==> config.mk <==
export PLATFORM = sky130hd
export DESIGN_NAME = lsu_dcache_arbiter_flat
export DESIGN_NICKNAME = d
export VERILOG_FILES = /design/src/rtl/lsu_dcache_arbiter_if.sv /design/src/rtl/lsu_dcache_arbiter.sv /design/src/flat_wrapper.sv
export SDC_FILE = /design/constraint.sdc
export NUM_CORES = 1
export LEC_CHECK = 0
export ABC_AREA = 1
export ABC_CLOCK_PERIOD_IN_PS = 2400
export CORE_AREA = 2 2 214 216
export DETAILED_ROUTE_END_ITERATION = 6
export DIE_AREA = 0 0 216 218
export HOLD_SLACK_MARGIN = 0.12
export PLACE_DENSITY = 0.43
export SLEW_MARGIN = 20
export SYNTH_ARGS = -nofsm -noshare
export SYNTH_HDL_FRONTEND = slang
export SYNTH_SLANG_ARGS = --single-unit
export TNS_END_PERCENT = 5
==> constraint.sdc <==
create_clock -name clk -period 2.4 [get_ports clk]
set_input_delay 0.72 -clock clk [delete_from_list [all_inputs] [get_ports clk]]
set_output_delay 0.72 -clock clk [all_outputs]
set_load 0.02 [all_outputs]
==> src/rtl/lsu_dcache_arbiter_if.sv <==
// ---------------------------------------------------------------------------
// lsu_dcache_arbiter_if
// Bundle of every handshake and bus signal around the dcache arbiter:
//   - three request channels (ptw read, ld read, st write) with ready and
//     read-response valid strobes,
//   - the single downstream dcache request port and its in-order response,
//   - the shared response data bus back to the ld/ptw consumers.
// Signal suffixes (_i/_o) are named from the arbiter's point of view.
// Modports:
//   slave  - the arbiter itself
//   master - the environment (requesters + dcache)
// ---------------------------------------------------------------------------
interface lsu_dcache_arbiter_if #(
    parameter int XLEN = 64
);
    // page-table walker channel
    logic            ptw_req_valid_i;
    logic            ptw_req_ready_o;
    logic [XLEN-1:0] ptw_addr_i;
    logic            ptw_rvalid_o;
    // load channel
    logic            ld_req_valid_i;
    logic            ld_req_ready_o;
    logic [XLEN-1:0] ld_addr_i;
    logic [1:0]      ld_size_i;
    logic            ld_rvalid_o;
    // committed store channel
    logic            st_req_valid_i;
    logic            st_req_ready_o;
    logic [XLEN-1:0] st_addr_i;
    logic [1:0]      st_size_i;
    logic [XLEN-1:0] st_wdata_i;
    logic [7:0]      st_wmask_i;
    // downstream dcache port
    logic            mem_req_valid_o;
    logic            mem_req_ready_i;
    logic            mem_we_o;
    logic [XLEN-1:0] mem_addr_o;
    logic [1:0]      mem_size_o;
    logic [XLEN-1:0] mem_wdata_o;
    logic [7:0]      mem_wmask_o;
    logic            mem_rvalid_i;
    logic [XLEN-1:0] mem_rdata_i;
    // shared response data
    logic [XLEN-1:0] rdata_o;

    modport slave (
        input  ptw_req_valid_i, ptw_addr_i,
        input  ld_req_valid_i, ld_addr_i, ld_size_i,
        input  st_req_valid_i, st_addr_i, st_size_i, st_wdata_i, st_wmask_i,
        input  mem_req_ready_i, mem_rvalid_i, mem_rdata_i,
        output ptw_req_ready_o, ptw_rvalid_o,
        output ld_req_ready_o, ld_rvalid_o,
        output st_req_ready_o,
        output mem_req_valid_o, mem_we_o, mem_addr_o, mem_size_o,
        output mem_wdata_o, mem_wmask_o,
        output rdata_o
    );

    modport master (
        output ptw_req_valid_i, ptw_addr_i,
        output ld_req_valid_i, ld_addr_i, ld_size_i,
        output st_req_valid_i, st_addr_i, st_size_i, st_wdata_i, st_wmask_i,
        output mem_req_ready_i, mem_rvalid_i, mem_rdata_i,
        input  ptw_req_ready_o, ptw_rvalid_o,
        input  ld_req_ready_o, ld_rvalid_o,
        input  st_req_ready_o,
        input  mem_req_valid_o, mem_we_o, mem_addr_o, mem_size_o,
        input  mem_wdata_o, mem_wmask_o,
        input  rdata_o
    );
endinterface

==> src/rtl/lsu_dcache_arbiter.sv <==
// ---------------------------------------------------------------------------
// lsu_dcache_arbiter
// Shares one dcache request port between the page-table walker (read), the
// load path (read) and the committed store drain (write).
//   - Fixed priority ptw > ld > st, except that a store blocked for
//     STARVE_LIMIT consecutive cycles jumps to the top.
//   - Grant is combinational; mem_* mirror the granted requester.
//   - Outstanding reads are tracked in an in-order tag FIFO holding
//     {owner, kill}; each in-order response pops the head and is routed to
//     its owner. Flushed loads are dropped silently.
// Ports:
//   clk     - clock
//   rstn    - synchronous active-low reset
//   flush_i - kill in-flight/pending load responses, block new loads
//   bus     - all request/response/dcache signals (slave modport)
//   err_o   - sticky error: response arrived with no outstanding read
// XLEN must match the XLEN of the connected interface instance.
// MAX_OUTSTANDING must be a power of two so pointers wrap naturally.
// ---------------------------------------------------------------------------
module lsu_dcache_arbiter #(
    parameter int XLEN            = 64,
    parameter int MAX_OUTSTANDING = 4,
    parameter int STARVE_LIMIT    = 8
) (
    input  logic                   clk,
    input  logic                   rstn,
    input  logic                   flush_i,
    lsu_dcache_arbiter_if.slave    bus,
    output logic                   err_o
);

    localparam int PTR_W = (MAX_OUTSTANDING > 1) ? $clog2(MAX_OUTSTANDING) : 1;
    localparam int CNT_W = $clog2(MAX_OUTSTANDING + 1);
    localparam int SC_W  = $clog2(STARVE_LIMIT + 1);
    localparam logic [CNT_W-1:0] FULL_CNT   = CNT_W'(MAX_OUTSTANDING);
    localparam logic [SC_W-1:0]  STARVE_MAX = SC_W'(STARVE_LIMIT);

    // tag FIFO storage: owner 1 = ptw, 0 = ld
    logic [MAX_OUTSTANDING-1:0] r_owner;
    logic [MAX_OUTSTANDING-1:0] r_kill;
    logic [PTR_W-1:0]           r_wptr;
    logic [PTR_W-1:0]           r_rptr;
    logic [CNT_W-1:0]           r_count;
    logic [SC_W-1:0]            r_starve_cnt;
    logic                       r_err;

    logic w_full;
    logic w_empty;
    logic w_ptw_elig;
    logic w_ld_elig;
    logic w_starved;
    logic w_gnt_ptw;
    logic w_gnt_ld;
    logic w_gnt_st;
    logic w_ptw_hs;
    logic w_ld_hs;
    logic w_st_hs;
    logic w_push;
    logic w_pop;
    logic w_head_owner;
    logic w_head_kill;

    // Full is judged on the registered count only: a same-cycle pop does not
    // open a slot, which keeps ready off the response path.
    assign w_full    = (r_count == FULL_CNT);
    assign w_empty   = (r_count == {CNT_W{1'b0}});
    assign w_ptw_elig = bus.ptw_req_valid_i & ~w_full;
    assign w_ld_elig  = bus.ld_req_valid_i & ~w_full & ~flush_i;
    assign w_starved  = bus.st_req_valid_i & (r_starve_cnt == STARVE_MAX);

    // Grant selection: starved store, then ptw, ld, st; nothing in reset.
    always_comb begin
        w_gnt_ptw = 1'b0;
        w_gnt_ld  = 1'b0;
        w_gnt_st  = 1'b0;
        if (!rstn) begin
            w_gnt_st = 1'b0;
        end else if (w_starved) begin
            w_gnt_st = 1'b1;
        end else if (w_ptw_elig) begin
            w_gnt_ptw = 1'b1;
        end else if (w_ld_elig) begin
            w_gnt_ld = 1'b1;
        end else if (bus.st_req_valid_i) begin
            w_gnt_st = 1'b1;
        end else begin
            w_gnt_st = 1'b0;
        end
    end

    assign w_ptw_hs = w_gnt_ptw & bus.mem_req_ready_i;
    assign w_ld_hs  = w_gnt_ld  & bus.mem_req_ready_i;
    assign w_st_hs  = w_gnt_st  & bus.mem_req_ready_i;
    assign w_push   = w_ptw_hs | w_ld_hs;

    assign bus.ptw_req_ready_o = w_ptw_hs;
    assign bus.ld_req_ready_o  = w_ld_hs;
    assign bus.st_req_ready_o  = w_st_hs;
    assign bus.mem_req_valid_o = w_gnt_ptw | w_gnt_ld | w_gnt_st;
    assign bus.mem_we_o        = w_gnt_st;

    // Downstream request mux; ptw walks always fetch a full doubleword.
    always_comb begin
        bus.mem_addr_o  = {XLEN{1'b0}};
        bus.mem_size_o  = 2'b00;
        bus.mem_wdata_o = {XLEN{1'b0}};
        bus.mem_wmask_o = 8'h00;
        if (w_gnt_st) begin
            bus.mem_addr_o  = bus.st_addr_i;
            bus.mem_size_o  = bus.st_size_i;
            bus.mem_wdata_o = bus.st_wdata_i;
            bus.mem_wmask_o = bus.st_wmask_i;
        end else if (w_gnt_ptw) begin
            bus.mem_addr_o  = bus.ptw_addr_i;
            bus.mem_size_o  = 2'b11;
        end else if (w_gnt_ld) begin
            bus.mem_addr_o  = bus.ld_addr_i;
            bus.mem_size_o  = bus.ld_size_i;
        end else begin
            bus.mem_addr_o  = {XLEN{1'b0}};
        end
    end

    // Response routing: a response with no tag is an error, not a pop.
    assign w_pop        = rstn & bus.mem_rvalid_i & ~w_empty;
    assign w_head_owner = r_owner[r_rptr];
    assign w_head_kill  = r_kill[r_rptr];

    assign bus.ptw_rvalid_o = w_pop & w_head_owner;
    assign bus.ld_rvalid_o  = w_pop & ~w_head_owner & ~w_head_kill & ~flush_i;
    assign bus.rdata_o      = bus.mem_rdata_i;
    assign err_o            = r_err;

    // Tag FIFO, starvation counter and sticky error state.
    always_ff @(posedge clk) begin
        if (!rstn) begin
            r_owner      <= {MAX_OUTSTANDING{1'b0}};
            r_kill       <= {MAX_OUTSTANDING{1'b0}};
            r_wptr       <= {PTR_W{1'b0}};
            r_rptr       <= {PTR_W{1'b0}};
            r_count      <= {CNT_W{1'b0}};
            r_starve_cnt <= {SC_W{1'b0}};
            r_err        <= 1'b0;
        end else begin
            // Flush marks every ld tag; stale slots are harmless since a
            // push rewrites both fields. The push below takes precedence.
            if (flush_i) begin
                for (int i = 0; i < MAX_OUTSTANDING; i++) begin
                    if (!r_owner[i]) begin
                        r_kill[i] <= 1'b1;
                    end else begin
                        r_kill[i] <= r_kill[i];
                    end
                end
            end else begin
                r_kill <= r_kill;
            end

            if (w_push) begin
                r_owner[r_wptr] <= w_gnt_ptw;
                r_kill[r_wptr]  <= flush_i;
                r_wptr          <= r_wptr + 1'b1;
            end else begin
                r_wptr <= r_wptr;
            end

            if (w_pop) begin
                r_rptr <= r_rptr + 1'b1;
            end else begin
                r_rptr <= r_rptr;
            end

            case ({w_push, w_pop})
                2'b10:   r_count <= r_count + 1'b1;
                2'b01:   r_count <= r_count - 1'b1;
                default: r_count <= r_count;
            endcase

            if (bus.mem_rvalid_i && w_empty) begin
                r_err <= 1'b1;
            end else begin
                r_err <= r_err;
            end

            if (!bus.st_req_valid_i || w_st_hs) begin
                r_starve_cnt <= {SC_W{1'b0}};
            end else if (r_starve_cnt != STARVE_MAX) begin
                r_starve_cnt <= r_starve_cnt + 1'b1;
            end else begin
                r_starve_cnt <= r_starve_cnt;
            end
        end
    end

endmodule

==> src/flat_wrapper.sv <==
// flat-port wrapper written by rule: the top's interface ports become plain ports
module lsu_dcache_arbiter_flat 
#(
    parameter int XLEN            = 64,
    parameter int MAX_OUTSTANDING = 4,
    parameter int STARVE_LIMIT    = 8
)
  (clk, rstn, flush_i, err_o, bus_ptw_req_valid_i, bus_ptw_addr_i, bus_ld_req_valid_i, bus_ld_addr_i, bus_ld_size_i, bus_st_req_valid_i, bus_st_addr_i, bus_st_size_i, bus_st_wdata_i, bus_st_wmask_i, bus_mem_req_ready_i, bus_mem_rvalid_i, bus_mem_rdata_i, bus_ptw_req_ready_o, bus_ptw_rvalid_o, bus_ld_req_ready_o, bus_ld_rvalid_o, bus_st_req_ready_o, bus_mem_req_valid_o, bus_mem_we_o, bus_mem_addr_o, bus_mem_size_o, bus_mem_wdata_o, bus_mem_wmask_o, bus_rdata_o);
  lsu_dcache_arbiter_if #(.XLEN(XLEN)) bus_i ();
  input  logic clk;
  input  logic rstn;
  input  logic flush_i;
  output logic err_o;
  input wire logic [$bits(bus_i.ptw_req_valid_i)-1:0] bus_ptw_req_valid_i;
  input wire logic [$bits(bus_i.ptw_addr_i)-1:0] bus_ptw_addr_i;
  input wire logic [$bits(bus_i.ld_req_valid_i)-1:0] bus_ld_req_valid_i;
  input wire logic [$bits(bus_i.ld_addr_i)-1:0] bus_ld_addr_i;
  input wire logic [$bits(bus_i.ld_size_i)-1:0] bus_ld_size_i;
  input wire logic [$bits(bus_i.st_req_valid_i)-1:0] bus_st_req_valid_i;
  input wire logic [$bits(bus_i.st_addr_i)-1:0] bus_st_addr_i;
  input wire logic [$bits(bus_i.st_size_i)-1:0] bus_st_size_i;
  input wire logic [$bits(bus_i.st_wdata_i)-1:0] bus_st_wdata_i;
  input wire logic [$bits(bus_i.st_wmask_i)-1:0] bus_st_wmask_i;
  input wire logic [$bits(bus_i.mem_req_ready_i)-1:0] bus_mem_req_ready_i;
  input wire logic [$bits(bus_i.mem_rvalid_i)-1:0] bus_mem_rvalid_i;
  input wire logic [$bits(bus_i.mem_rdata_i)-1:0] bus_mem_rdata_i;
  output wire logic [$bits(bus_i.ptw_req_ready_o)-1:0] bus_ptw_req_ready_o;
  output wire logic [$bits(bus_i.ptw_rvalid_o)-1:0] bus_ptw_rvalid_o;
  output wire logic [$bits(bus_i.ld_req_ready_o)-1:0] bus_ld_req_ready_o;
  output wire logic [$bits(bus_i.ld_rvalid_o)-1:0] bus_ld_rvalid_o;
  output wire logic [$bits(bus_i.st_req_ready_o)-1:0] bus_st_req_ready_o;
  output wire logic [$bits(bus_i.mem_req_valid_o)-1:0] bus_mem_req_valid_o;
  output wire logic [$bits(bus_i.mem_we_o)-1:0] bus_mem_we_o;
  output wire logic [$bits(bus_i.mem_addr_o)-1:0] bus_mem_addr_o;
  output wire logic [$bits(bus_i.mem_size_o)-1:0] bus_mem_size_o;
  output wire logic [$bits(bus_i.mem_wdata_o)-1:0] bus_mem_wdata_o;
  output wire logic [$bits(bus_i.mem_wmask_o)-1:0] bus_mem_wmask_o;
  output wire logic [$bits(bus_i.rdata_o)-1:0] bus_rdata_o;
  assign bus_i.ptw_req_valid_i = bus_ptw_req_valid_i;
  assign bus_i.ptw_addr_i = bus_ptw_addr_i;
  assign bus_i.ld_req_valid_i = bus_ld_req_valid_i;
  assign bus_i.ld_addr_i = bus_ld_addr_i;
  assign bus_i.ld_size_i = bus_ld_size_i;
  assign bus_i.st_req_valid_i = bus_st_req_valid_i;
  assign bus_i.st_addr_i = bus_st_addr_i;
  assign bus_i.st_size_i = bus_st_size_i;
  assign bus_i.st_wdata_i = bus_st_wdata_i;
  assign bus_i.st_wmask_i = bus_st_wmask_i;
  assign bus_i.mem_req_ready_i = bus_mem_req_ready_i;
  assign bus_i.mem_rvalid_i = bus_mem_rvalid_i;
  assign bus_i.mem_rdata_i = bus_mem_rdata_i;
  assign bus_ptw_req_ready_o = bus_i.ptw_req_ready_o;
  assign bus_ptw_rvalid_o = bus_i.ptw_rvalid_o;
  assign bus_ld_req_ready_o = bus_i.ld_req_ready_o;
  assign bus_ld_rvalid_o = bus_i.ld_rvalid_o;
  assign bus_st_req_ready_o = bus_i.st_req_ready_o;
  assign bus_mem_req_valid_o = bus_i.mem_req_valid_o;
  assign bus_mem_we_o = bus_i.mem_we_o;
  assign bus_mem_addr_o = bus_i.mem_addr_o;
  assign bus_mem_size_o = bus_i.mem_size_o;
  assign bus_mem_wdata_o = bus_i.mem_wdata_o;
  assign bus_mem_wmask_o = bus_i.mem_wmask_o;
  assign bus_rdata_o = bus_i.rdata_o;
  lsu_dcache_arbiter #(.XLEN(XLEN), .MAX_OUTSTANDING(MAX_OUTSTANDING), .STARVE_LIMIT(STARVE_LIMIT)) u_core (.clk(clk), .rstn(rstn), .flush_i(flush_i), .bus(bus_i), .err_o(err_o));
endmodule
==> flow_summary.ini <==
[worst_setup_path]
slowest_delay_ns = 0.16
cp_cell_sequence = buf_8, inv_6, nor2_4, nand2_2, nand3_2, nand2_2, nand2_4, buf_12, buf_16, clkbuf_16, nor2_4, buf_12
path_delay_family = buffers and inverters
path_max_fanout = 5
cp.arrival_ns = 1.92
crit_slowest_cell = clkbuf_16
critPathKind = in2out
critPathBufInv = 6
rr_startpoint = u_core.r_starve_cnt[1]$_SDFFE_PP0P_
startpoint = bus_ld_req_valid_i
end_kind = primary output
critPathRequiredTime_ns = 1.68
startpoint_type = input pin

[clock_network]
cts_made_buffers = 3
clk_latency_ns = 0.25
cts_tree = yes
clkTransAtPathRegs_ns = 0.06
cts_max_path_buffers = 2
cts_sinks = 20
root_buffer = clkbuf_16
hold_buffers = 0
cts_max_level = 1

[logic_synthesis]
synth_top_family_by_area = simple AND/OR/NAND/NOR gates
synth-compound-area-share_pct = 4.569
syn_area_per_cell_um2 = 5.130
seq_area_frac_synth_pct = 11.79
synth.net_count = 1010
synth_commonest_cells = nand2_1, inv_1, nor2_1
synth-seq-cells = 20
yosys.area.top_type = nand2_1
synth.area.mux_share_pct = 0
synthXorXnorAreaFrac_pct = 0.7738
synth.area.top_cells = nand2_1, buf_4, dfxtp_1, inv_1, nand3_1
synth-main-ff-cell = dfxtp_1
synth_fa_ha_area_share_pct = 3.169
ys_async_sr_fraction_pct = 0
synthDistinctLibCells = 25
synth_edf_count = 0
synth_top_area_share_pct = 25.31
netlist_instances = 662
ys_warn_count = 0
synthesis.area_um2 = 3396
synth_most_common_cell = nand2_1
yosys.area_share.simple_pct = 48.97

[grt]
antenna_found_initial = 10
grt_pass1_vias = 5691
grt_pass1_wl_mm = 35.82
grt_overflow = 0
grt_start_max_net_pins = 30
grt_usage_pct = 10.27

[power_and_ir_drop]
power.total_mw = 2.275
p_per_area_nw_per_um2 = 232.3
p_leak_nw = 4.649
vdd_drop_max_v = 0.0002295

[sta]
slew_headroom_pct = 80.81
fmax_ghz = 0.3785
setup_ws_ns = -0.2422
skew_ns = 0.001435
finalMaxSlewViolations = 0
fin_crit_sh_pct = 110.1
finalSetupViolCount = 144
min_period_ns = 2.642
rsz0062_at_grt = true
finalHoldViolations = 0
worst_slew_pin_slew_ns = 0.2879

[detailed_routing]
finalWirelength_mm = 26.64
drt-wirelength-per-cell_um = 15.91
first_pass_iters = 4
dr_total_vias = 5602
drt_iter0_drc = 189
drc_errors = 0
ant_nets = 0
viasPerCell = 3.346

[place]
dp_hpwl_mm = 21.26
portBuffers = 421
dpl_worst_slack_ns = -1.150
gp_congestion = 0.7422

[layout]
finish.net_count = 1419
layout-drive-gt1-share_pct = 41.40
area_delta_synth_final_pct = 188.5
post-route-util_pct = 21.82

[status]
failed_checks = negative setup slack
status = finished, violations left

[die]
start_util_pct = 7.564
row_count = 78
die_x_um = 216
die-area_um2 = 47090
core-area_um2 = 44890
io_pins = 550
die_h_um = 218

[flow_run]
max-cap-violations = 0

[worst_hold_path]
min-delay-start = u_core.err_o$_SDFFE_PN0P_
hp-class = reg2reg
==> per-stage QoR <==
step / instances / hold slack [ns] / setup TNS (ns) / instance area [um2]
after CTS: 1667 / 0.4855 / -37.09 / 9266
after global placement: 1643 / 0.4487 / -156.74 / 8245
after global routing: 1670 / 0.5137 / -34.00 / 9786
final: 1674 / 0.4650 / -22.93 / 9796
after detailed placement: 1643 / 0.4714 / -152.43 / 8245
after floorplan: 662 / 0.4521 / -3.628 / 3423
==> report_power, final <==
group          switching [mW]  internal (mW)  total (mW)
Clock                   0.128          0.254       0.382
Combinational           0.650          0.875        1.52
Sequential             0.0159          0.353       0.369
==> layout make-up <==
cell class	count	area [um2]
Multi-Input combinational cell	446	2799
Sequential cell	20	404.1
Tap cell	600	750.7
Fill cell	5067	35100
Timing Repair Buffer	500	5355
Clock buffer	4	88.84
Antenna cell	4	10.01
Inverter	100	387.9
==> cell families after synthesis <==
| group | Yosys count |
|---|---|
| fa+ha+maj | 8 |
| buf+inv | 196 |
| simple gates | 405 |
| compound gates | 30 |
| flops | 20 |
| xor+xnor | 3 |
==> what timing repair did <==
item / 4_1_cts / 5_1_grt
resized for setup: 812 / 238
setup buffers: 12 / 5
pin swaps: 37 / 31
setup endpoints to repair: 148 / 148
gates cloned: 8 / 1
hold endpoints to repair: 0 / 0
==> layout by cell type, fill, tap and decap left out, types with 17 or more instances in the layout <==
master / Yosys / final
buf_12: 0 / 19
buf_4: 68 / 75
buf_6: 4 / 109
clkdlybuf4s50_1: 0 / 270
dfxtp_1: 20 / 17
inv_1: 98 / 90
nand2_1: 229 / 154
nand2_2: 7 / 66
nand2_4: 1 / 17
nand3_2: 1 / 58
nor2_1: 92 / 52
nor2_2: 2 / 21
nor2_4: 2 / 23
==> tightest hold or removal path, cell delays in order, from the launching register on <==
cell and delay, ns:
dfxtp_1 0.33, nand2_1 0.05, o21ai_0 0.05
==> flip-flops by register name, summed over array words and instances, names as in the netlist <==
| register | count |
|---|---|
| u_core.err_o | 1 |
| u_core.r_count | 3 |
| u_core.r_kill | 4 |
| u_core.r_owner | 4 |
| u_core.r_rptr | 2 |
| u_core.r_starve_cnt | 4 |
| u_core.r_wptr | 2 |
==> final timing paths <==
kind / endpoint / slack (ns) / depth (start not counted)
max: bus_mem_wdata_o[7] / -0.24 / 12
min: u_core.err_o$_SDFFE_PN0P_ / 0.47 / 2
max reg2reg: u_core.r_count[2]$_SDFFE_PN0P_ / -0.10 / 18
min reg2reg: u_core.err_o$_SDFFE_PN0P_ / 0.47 / 2
==> per-layer routing <==
layer / vias to the layer above / wire length, um / GRT usage, %
li1: 2743 / - / -
met2: 306 / 12100 / 16.77
met4: 8 / 823 / 2.785
met3: 58 / 2535 / 3.752
met1: 2487 / 11140 / 12.69
met5: - / 45 / 0
Power figures use the tool's default switching activity.
